===== config.mk =====
export PLATFORM = sky130hd
export DESIGN_NAME = usb3_rx_skp_descramble_p
export DESIGN_NICKNAME = d
export VERILOG_FILES = /design/src/rtl/usb3_rx_skp_descramble_p.sv
export SDC_FILE = /design/constraint.sdc
export NUM_CORES = 1
export LEC_CHECK = 0
export ABC_AREA = 1
export ABC_CLOCK_PERIOD_IN_PS = 7300
export CORE_AREA = 5 5 253 193
export CTS_CLUSTER_SIZE = 25
export DETAILED_ROUTE_END_ITERATION = 10
export DIE_AREA = 0 0 258 198
export GPL_TIMING_DRIVEN = 0
export SLEW_MARGIN = 10
export SYNTH_ARGS = -nofsm -noshare
export SYNTH_HDL_FRONTEND = slang
export SYNTH_SLANG_ARGS = --single-unit

===== constraint.sdc =====
create_clock -name local_clk -period 7.3 [get_ports local_clk]
set_input_delay 1.46 -clock local_clk [delete_from_list [all_inputs] [get_ports local_clk]]
set_output_delay 1.46 -clock local_clk [all_outputs]
set_load 0.05 [all_outputs]

===== src/rtl/usb3_rx_skp_descramble_p.sv =====
// USB 3.0 RX front end: strips SKP symbols, repacks survivors into dense NSYM-symbol words, descrambles data symbols.
// Optional saturating SKP/COM totals are enabled with the USB3_RX_DESCR_STATS_EN macro.
module usb3_rx_skp_descramble_p #(
    parameter int          NSYM      = 4,
    parameter int          ACC_SYMS  = 2*NSYM,
    parameter logic [15:0] LFSR_SEED = 16'hFFFF
) (
    input  logic              local_clk,
    input  logic              reset_n,
    input  logic              enable,
    input  logic              in_valid,
    input  logic [8*NSYM-1:0] in_data,
    input  logic [NSYM-1:0]   in_datak,
    output logic              out_valid,
    output logic [8*NSYM-1:0] out_data,
    output logic [NSYM-1:0]   out_datak,
    output logic              lfsr_locked,
    output logic [3:0]        skp_strip_cnt
`ifdef USB3_RX_DESCR_STATS_EN
    ,
    output logic [15:0]       skp_total,
    output logic [15:0]       com_total
`endif
);

    localparam int         CW      = $clog2(NSYM + 1);
    localparam int         DW      = $clog2(ACC_SYMS + 1);
    localparam logic [7:0] SKP_SYM = 8'h3C;
    localparam logic [7:0] COM_SYM = 8'hBC;

    typedef logic [NSYM-1:0][7:0]     word_t;
    typedef logic [ACC_SYMS-1:0][7:0] acc_t;

    // Eight shifts of the x^16+x^5+x^4+x^3+1 Galois LFSR; returns {next_state, keystream_byte}.
    function automatic logic [23:0] lfsr_byte(input logic [15:0] seed);
        logic [15:0] s;
        logic [7:0]  key;
        logic        fb;
        s   = seed;
        key = '0;
        for (int b = 0; b < 8; b++) begin
            fb     = s[15];
            key[b] = fb;
            s      = {s[14:5], s[4] ^ fb, s[3] ^ fb, s[2] ^ fb, s[1], s[0], fb};
        end
        return {s, key};
    endfunction

    word_t             s1_data_q, s1_data_d;
    logic [NSYM-1:0]   s1_datak_q, s1_datak_d;
    logic [CW-1:0]     s1_cnt_q, s1_cnt_d;
    logic [CW-1:0]     s1_skp_q, s1_skp_d;

    acc_t              acc_data_q, acc_data_d;
    logic [ACC_SYMS-1:0] acc_datak_q, acc_datak_d;
    logic [DW-1:0]     depth_q, depth_d;

    logic              s2_valid_q, s2_valid_d;
    word_t             s2_data_q, s2_data_d;
    logic [NSYM-1:0]   s2_datak_q, s2_datak_d;
    logic [CW-1:0]     s2_skp_q, s2_skp_d;

    logic              out_valid_q, out_valid_d;
    word_t             out_data_q, out_data_d;
    logic [NSYM-1:0]   out_datak_q, out_datak_d;
    logic [15:0]       lfsr_q, lfsr_d;
    logic              locked_q, locked_d;
    logic [3:0]        skp_strip_cnt_q, skp_strip_cnt_d;
    logic [CW-1:0]     com_seen;

    // Stage 1: drop SKPs and compact the survivors toward symbol 0.
    always_comb begin
        logic [CW-1:0] pos;
        // NOTE: every combinational output gets a default before any branch, so no path can infer a latch.
        s1_data_d  = '0;
        s1_datak_d = '0;
        s1_skp_d   = '0;
        pos        = '0;
        for (int i = 0; i < NSYM; i++) begin
            if (in_valid) begin
                if (in_datak[i] && (in_data[8*i +: 8] == SKP_SYM)) begin
                    s1_skp_d = s1_skp_d + CW'(1);
                end else begin
                    for (int j = 0; j < NSYM; j++) begin
                        if (pos == CW'(j)) begin
                            s1_data_d[j]  = in_data[8*i +: 8];
                            s1_datak_d[j] = in_datak[i];
                        end
                    end
                    pos = pos + CW'(1);
                end
            end
        end
        s1_cnt_d = pos;
    end

    // Stage 2: append after the current depth, pop one dense word once NSYM symbols are held.
    always_comb begin
        acc_t                cat_data;
        logic [ACC_SYMS-1:0] cat_k;
        logic [DW-1:0]       total;
        cat_data = acc_data_q;
        cat_k    = acc_datak_q;
        for (int k = 0; k < ACC_SYMS; k++) begin
            if (DW'(k) >= depth_q) begin
                cat_data[k] = '0;
                cat_k[k]    = 1'b0;
            end
            for (int j = 0; j < NSYM; j++) begin
                if ((CW'(j) < s1_cnt_q) && (DW'(k) == depth_q + DW'(j))) begin
                    cat_data[k] = s1_data_q[j];
                    cat_k[k]    = s1_datak_q[j];
                end
            end
        end
        total       = depth_q + DW'(s1_cnt_q);
        s2_valid_d  = 1'b0;
        s2_data_d   = '0;
        s2_datak_d  = '0;
        acc_data_d  = cat_data;
        acc_datak_d = cat_k;
        depth_d     = total;
        if (total >= DW'(NSYM)) begin
            s2_valid_d  = 1'b1;
            s2_data_d   = cat_data[NSYM-1:0];
            s2_datak_d  = cat_k[NSYM-1:0];
            acc_data_d  = '0;
            acc_datak_d = '0;
            for (int k = 0; k < ACC_SYMS - NSYM; k++) begin
                acc_data_d[k]  = cat_data[k + NSYM];
                acc_datak_d[k] = cat_k[k + NSYM];
            end
            depth_d = total - DW'(NSYM);
        end
        s2_skp_d = s1_skp_q;
    end

    // Stage 3: per-symbol descramble; a COM reseeds so the very next symbol uses the seed keystream.
    always_comb begin
        logic [15:0] lfsr_run;
        logic        lock_run;
        logic [23:0] step;
        lfsr_run    = lfsr_q;
        lock_run    = locked_q;
        step        = '0;
        com_seen    = '0;
        out_valid_d = s2_valid_q;
        out_data_d  = '0;
        out_datak_d = '0;
        if (s2_valid_q) begin
            for (int i = 0; i < NSYM; i++) begin
                step           = lfsr_byte(lfsr_run);
                out_datak_d[i] = s2_datak_q[i];
                if (s2_datak_q[i] && (s2_data_q[i] == COM_SYM)) begin
                    out_data_d[i] = s2_data_q[i];
                    lfsr_run      = LFSR_SEED;
                    lock_run      = 1'b1;
                    com_seen      = com_seen + CW'(1);
                end else begin
                    out_data_d[i] = (!s2_datak_q[i] && enable && lock_run) ?
                                    (s2_data_q[i] ^ step[7:0]) : s2_data_q[i];
                    lfsr_run      = step[23:8];
                end
            end
        end
        lfsr_d          = lfsr_run;
        locked_d        = lock_run;
        skp_strip_cnt_d = 4'(s2_skp_q);
    end

    // NOTE: sequential state uses non-blocking assignments so all flops sample pre-edge values.
    // NOTE: the accumulator storage is cleared on reset too, so no stale symbol can leak after a mid-stream reset.
    always_ff @(posedge local_clk or negedge reset_n) begin
        if (!reset_n) begin
            s1_data_q       <= '0;
            s1_datak_q      <= '0;
            s1_cnt_q        <= '0;
            s1_skp_q        <= '0;
            acc_data_q      <= '0;
            acc_datak_q     <= '0;
            depth_q         <= '0;
            s2_valid_q      <= 1'b0;
            s2_data_q       <= '0;
            s2_datak_q      <= '0;
            s2_skp_q        <= '0;
            out_valid_q     <= 1'b0;
            out_data_q      <= '0;
            out_datak_q     <= '0;
            lfsr_q          <= LFSR_SEED;
            locked_q        <= 1'b0;
            skp_strip_cnt_q <= '0;
        end else begin
            s1_data_q       <= s1_data_d;
            s1_datak_q      <= s1_datak_d;
            s1_cnt_q        <= s1_cnt_d;
            s1_skp_q        <= s1_skp_d;
            acc_data_q      <= acc_data_d;
            acc_datak_q     <= acc_datak_d;
            depth_q         <= depth_d;
            s2_valid_q      <= s2_valid_d;
            s2_data_q       <= s2_data_d;
            s2_datak_q      <= s2_datak_d;
            s2_skp_q        <= s2_skp_d;
            out_valid_q     <= out_valid_d;
            out_data_q      <= out_data_d;
            out_datak_q     <= out_datak_d;
            lfsr_q          <= lfsr_d;
            locked_q        <= locked_d;
            skp_strip_cnt_q <= skp_strip_cnt_d;
        end
    end

    assign out_valid     = out_valid_q;
    assign out_data      = out_data_q;
    assign out_datak     = out_datak_q;
    assign lfsr_locked   = locked_q;
    assign skp_strip_cnt = skp_strip_cnt_q;

`ifdef USB3_RX_DESCR_STATS_EN
    logic [15:0] skp_total_q, skp_total_d;
    logic [15:0] com_total_q, com_total_d;

    // Totals saturate at all-ones instead of wrapping.
    always_comb begin
        logic [16:0] skp_sum;
        logic [16:0] com_sum;
        skp_sum     = {1'b0, skp_total_q} + 17'(s1_skp_d);
        com_sum     = {1'b0, com_total_q} + 17'(com_seen);
        skp_total_d = skp_sum[16] ? 16'hFFFF : skp_sum[15:0];
        com_total_d = com_sum[16] ? 16'hFFFF : com_sum[15:0];
    end

    always_ff @(posedge local_clk or negedge reset_n) begin
        if (!reset_n) begin
            skp_total_q <= '0;
            com_total_q <= '0;
        end else begin
            skp_total_q <= skp_total_d;
            com_total_q <= com_total_d;
        end
    end

    assign skp_total = skp_total_q;
    assign com_total = com_total_q;
`endif

endmodule

---- Yosys cells after proc, flatten, opt, wreduce, memory -nomap -nowiden ----
Index checks and enable logic that the tools add are counted.
word-level totals
  bits in registers ....................... 215
  input bits .............................. 40
  output and inout port bits .............. 42
  word-level logic and storage cells ...... 427
cells by class
  add/sub/neg operators ................... 11
  $lt $le $gt $ge ......................... 13
  equal/unequal tests ..................... 45
  mux-type cells .......................... 166
  bitwise logic cells ..................... 100
  reduce and logical (&&, ||, !) cells .... 59
operator list
  cell                                                 count
  2-to-1 mux 8 bit                                     63
  2-to-1 mux 32 bit                                    8
  2-to-1 mux 16 bit                                    7
  bitwise XOR 1 bit                                    96
  2-to-1 mux 1 bit                                     66
  equality test 3 x 4 -> 1 bit, first input constant   16
  2-to-1 mux 64 bit                                    1
  logical AND 1 bit                                    48
  2-to-1 mux 3 bit                                     12
  2-to-1 mux 4 bit                                     9
  equality test 2 x 4 -> 1 bit, first input constant   8
  equality test 8 x 6 -> 1 bit, second input constant  4
  equality test 8 bit, second input constant           4
  bitwise XOR 8 bit                                    4
  adder 3 x 1 -> 3 bit, second input constant          6
  equality test 3 x 2 -> 1 bit, second input constant  6
  equality test 1 x 4 -> 1 bit, first input constant   4
  >= comparator 3 x 4 -> 1 bit, first input constant   4
  logical NOT 4 bit                                    4
  equality test 3 x 1 -> 1 bit, second input constant  3
  logical NOT 3 bit                                    3
  adder 4 x 2 -> 4 bit, second input constant          2
  >= comparator 1 x 4 -> 1 bit, first input constant   2
  >= comparator 2 x 4 -> 1 bit, first input constant   2
  7 further kinds                                      12

---- Depth between registers and ports, before layout ----
  depth after elaboration ................. 19
  gate-level depth with buffers ........... 20
  depth with buffers taken out ............ 19

---- Worst setup path before layout ----
No wires, ideal clock.
  path type ............................... input-to-reg
  start ................................... input port in_data[6]
  end ..................................... register s1_data_q[30] (netlist bit)
  library setup time ...................... 0.123 ns
  arrival ................................. 3.989 ns
  data required time ...................... 7.177 ns
  setup slack ............................. 3.188 ns
  stages on the path ...................... 17
  path buffers ............................ 1
  cells stage by stage .................... inv_1 nand4_1 or2_2 o21ai_0 clkinv_1 ha_1 nand2_1 inv_1 ha_1 nand2_1 o21ai_4 nor2_1 ha_1 nand2_1 buf_2 o21ai_0 a21oi_1
RTL lines
  element               RTL line  text
  start, declared       12        input logic [8*NSYM-1:0] in_data,
  end signal, assigned  193       s1_data_q <= s1_data_d;
  end, declared         49        word_t s1_data_q, s1_data_d;

==> results_dict.tcl <==
set metrics [dict create \
    via_per_inst 5.55 \
    clkSlewWorstSetupHoldPaths_ns 0.06 \
    ys.flop_type "dfrtp_1" \
    dieWidth_um 258 \
    ys_seq_area_share_pct 39.6 \
    rr_worst_depth 7 \
    synth.distinct_cells 47 \
    cts_setup_buffers 0 \
    row_count 68 \
    floorplan.die_area_um2 51100 \
    p_comb_share_pct 61.5 \
    ys_ff_latch 215 \
    routed_wl_um 59300 \
    fill_cells 4779 \
    outcome "completed" \
    grt_pass1_vias 13500 \
    grt_util_all_layers_pct 22.3 \
    avgSynthCellArea_um2 7.15 \
    finClkSkew_ns 0.0144 \
    fin_ws_ns 2.62 \
    overflow 0 \
    maxCapViolCount 0 \
    hold_viol 0 \
    p_int_w 0.00369 \
    ir_worst_vdd_v 0.000261 \
    final_util_pct 35.3 \
    cp_slowest_cell "clkdlybuf4s50_1" \
    p_sw_w 0.00424 \
    finalMaxSlewViolations 0 \
    dp_cells 2582 \
    vias 14600 \
    p_leak_nw 7.65 \
    clk_latency_ns 0.55 \
    area_growth_pct 18.9 \
    reg2reg_setup_slack_ns 4.03 \
    portBuffers 80 \
    drtPass1Iterations 7 \
    syn_area_um2 13600 \
    drc 0 \
    yosys.area.top_type "dfrtp_1" \
    worstReg2RegEnd "s2_data_q[2]$_DFF_PN0_" \
    grt_max_degree 104 \
    cts_sinks 215 \
    cts_tree "yes" \
    crit_chain "clkdlybuf4s50_1 -> nand4_1 -> or2_2 -> o21ai_0 -> clkinv_1 -> ha_1 -> nand2_1 -> inv_1 -> ha_1 -> nand2_1 -> o21ai_4 -> nor2_1 -> ha_1 -> nand2_1 -> buf_2 -> o21ai_0 -> a21oi_1" \
    nets 2071 \
    rsz0062_at_grt "false" \
    grt_pass1_wl_um 86800 \
    max_slew.worst_pin.slew_ns 1.27 \
    core_um2 45900 \
    io_pins 82 \
    endpoint "s1_data_q[30]$_DFF_PN0_" \
    htreeDepth 1 \
    async_flop_share_pct 100 \
    crit_path_start_kind "input port" \
    yosys-top-cells-area "dfrtp_1 37%, nand2_1 13%, o21ai_0 7.1%" \
    yosysWarnings 0 \
    cts-root-buf "clkbuf_16" \
    worstSetupPathType "input port to flip-flop" \
    relSlewSlack_pct 15.1 \
    cts_buffer_depth 3 \
    seq_area_um2 5400 \
    switching_share_pct 53.5 \
    finalCritPeriodShare_pct 64.1 \
    layout-drive-gt1-share_pct 6.83 \
    arrival_ns 5.15 \
    drt_iter0_drc 1837 \
    setup.worst_path.end_class "flip-flop" \
    multi_input_area_um2 7110 \
    gp_congestion 0.999 \
    synth_fp_nets 1961 \
    r2r_start "depth_q[0]$_DFF_PN0_" \
    worstPathRequired_ns 7.77 \
    crit_path_max_fanout 10 \
    die_height_um 198 \
    ant_nets 0 \
    synth_top_area_share_pct 36.6 \
    dpl_worst_slack_ns 2.13 \
    max_freq_mhz 214 \
    critPathMaxStageDelay_ns 0.49 \
    worstSetupStartpoint "in_data[4]" \
    p_per_area_nw_per_um2 490 \
    antenna_found_initial 2 \
    stdcell_count 2632 \
    min_path_type "flip-flop to flip-flop" \
    p_seq_share_pct 20.1 \
    synth_edf_count 0 \
    wl_per_cell_um 22.5 \
    cts_hold_buf 0 \
    period_needed_ns 4.68 \
    postSynthCellCount 1905 \
    start_util_pct 29.7 \
    min-delay-start "s2_skp_q[0]$_DFF_PN0_" \
    fin_tns_setup_ns 0 \
    pwr-share-clk_pct 18.4 \
    cts_resized 0 \
    numCtsBuffers 26 \
    hpwlAfterDp_um 44400 \
    setup_viol 0 \
]
## stage by stage
step	cell area (µm²)	hold WS (ns)	power, W
final	16200	0.348	0.00794
after global routing	16200	0.356	0.00850
after CTS	16200	0.348	0.00780
after detailed placement	15200	0.335	0.00632
after global placement	15200	0.339	0.00630
after floorplan	13600	0.331	0.00479
## power groups by stage
stage	clock network, W	logic, W	registers [W]
finish	0.00146	0.00488	0.00160
CTS	0.00148	0.00473	0.00159
global route	0.00153	0.00535	0.00162
detailed placement	0	0.00471	0.00161
global placement	0	0.00469	0.00161
floorplan	0	0.00303	0.00175
## synth_stat cells (3+ instances only)
master	instances
buf_6	3
and3_1	5
ha_1	15
a22oi_1	3
nor2_1	198
a31oi_1	11
clkinv_1	7
dfstp_2	16
a21oi_2	4
o21ai_2	4
nor4_1	5
nand3_1	105
a211oi_1	4
o211ai_1	63
inv_2	15
o21ai_0	192
a21oi_1	98
inv_1	188
and2_1	5
nand3_2	3
buf_2	16
nand2_2	5
o21a_1	5
mux2i_1	22
clkbuf_1	40
o22ai_1	26
o221ai_1	35
xor2_1	15
nand2_1	473
nand4_1	15
dfrtp_1	199
xnor2_1	13
nor3_1	48
nor2_2	10
o21ai_1	14
buf_4	7
nor3b_1	6
## flip-flops by register name (all words and copies together) (netlist names), 8 cells and up
name,flops
s2_data_q,32
acc_data_q,64
lfsr_q,16
out_data,32
acc_datak_q,8
s1_data_q,32
## layout make-up
cell class                 instances  area share [%]
clock buffer                      36            4.69
buffer                            67            1.98
tap                              595            4.60
multi-input combinational       1413            43.9
sequential                       215            33.3
clock inverter                    12            1.26
inverter                         210            4.87
antenna                            2          0.0309
timing repair buffer              82            5.31
## layout by cell type, fill, tap and decap left out, drive strengths merged, types with 2 or more instances in the layout
| master | n |
|---|---|
| o21a | 5 |
| dfstp | 16 |
| nand3 | 109 |
| a21oi | 102 |
| o211ai | 63 |
| or2 | 2 |
| a211oi | 4 |
| nor3 | 49 |
| a31oi | 11 |
| o22ai | 26 |
| clkdlybuf4s50 | 79 |
| xnor2 | 13 |
| inv | 205 |
| clkinvlp | 3 |
| and3 | 5 |
| ha | 15 |
| diode | 2 |
| dfrtp | 199 |
| nor4 | 7 |
| and2 | 5 |
| a22oi | 3 |
| mux2i | 22 |
| bufinv | 5 |
| nor3b | 6 |
| buf | 30 |
| clkbuf | 76 |
| xor2 | 15 |
| nand4 | 15 |
| clkinv | 9 |
| o221ai | 35 |
| o21ai | 211 |
| nand2 | 479 |
| nor2 | 209 |
## layer usage
layer,vias up,global-route usage (%),wire (µm)
met5,-,0,12
met4,2,5.59,1600
met3,109,6.62,7650
met2,854,30.0,22900
met1,7022,34.6,27100
li1,6619,-,-
## worst min-delay path by stage
| stage | to | slack, ns | cells past startpoint |
|---|---|---|---|
| global placement | skp_strip_cnt[1]$_DFF_PN0_ | 0.34 | 0 |
| global route | s2_skp_q[2]$_DFF_PN0_ | 0.36 | 0 |
| finish | skp_strip_cnt[0]$_DFF_PN0_ | 0.35 | 0 |
| floorplan | s2_skp_q[0]$_DFF_PN0_ | 0.33 | 0 |
| detailed placement | skp_strip_cnt[0]$_DFF_PN0_ | 0.33 | 0 |
| CTS | skp_strip_cnt[0]$_DFF_PN0_ | 0.35 | 0 |
## cells by family after synthesis
logic type                 after synthesis  synth area share (%)
AOI/OAI and AO/OA                      460                  19.9
and+or+nand+nor                        886                  27.4
xor gates and xnor gates                28                  1.80
adders and majority gates               16                  1.52
muxes                                   22                  1.62
DFF                                    215                  39.6
other                                    1                0.0275
buffers and inverters                  277                  8.14
## worst max-delay path: cells and delay by family
family | cells | cell delay (ns)
compound gates | 4 | 0.56
fa+ha+maj | 3 | 0.94
buf+inv | 4 | 1.14
simple gates | 6 | 1.03
Power figures use the tool's default switching activity.
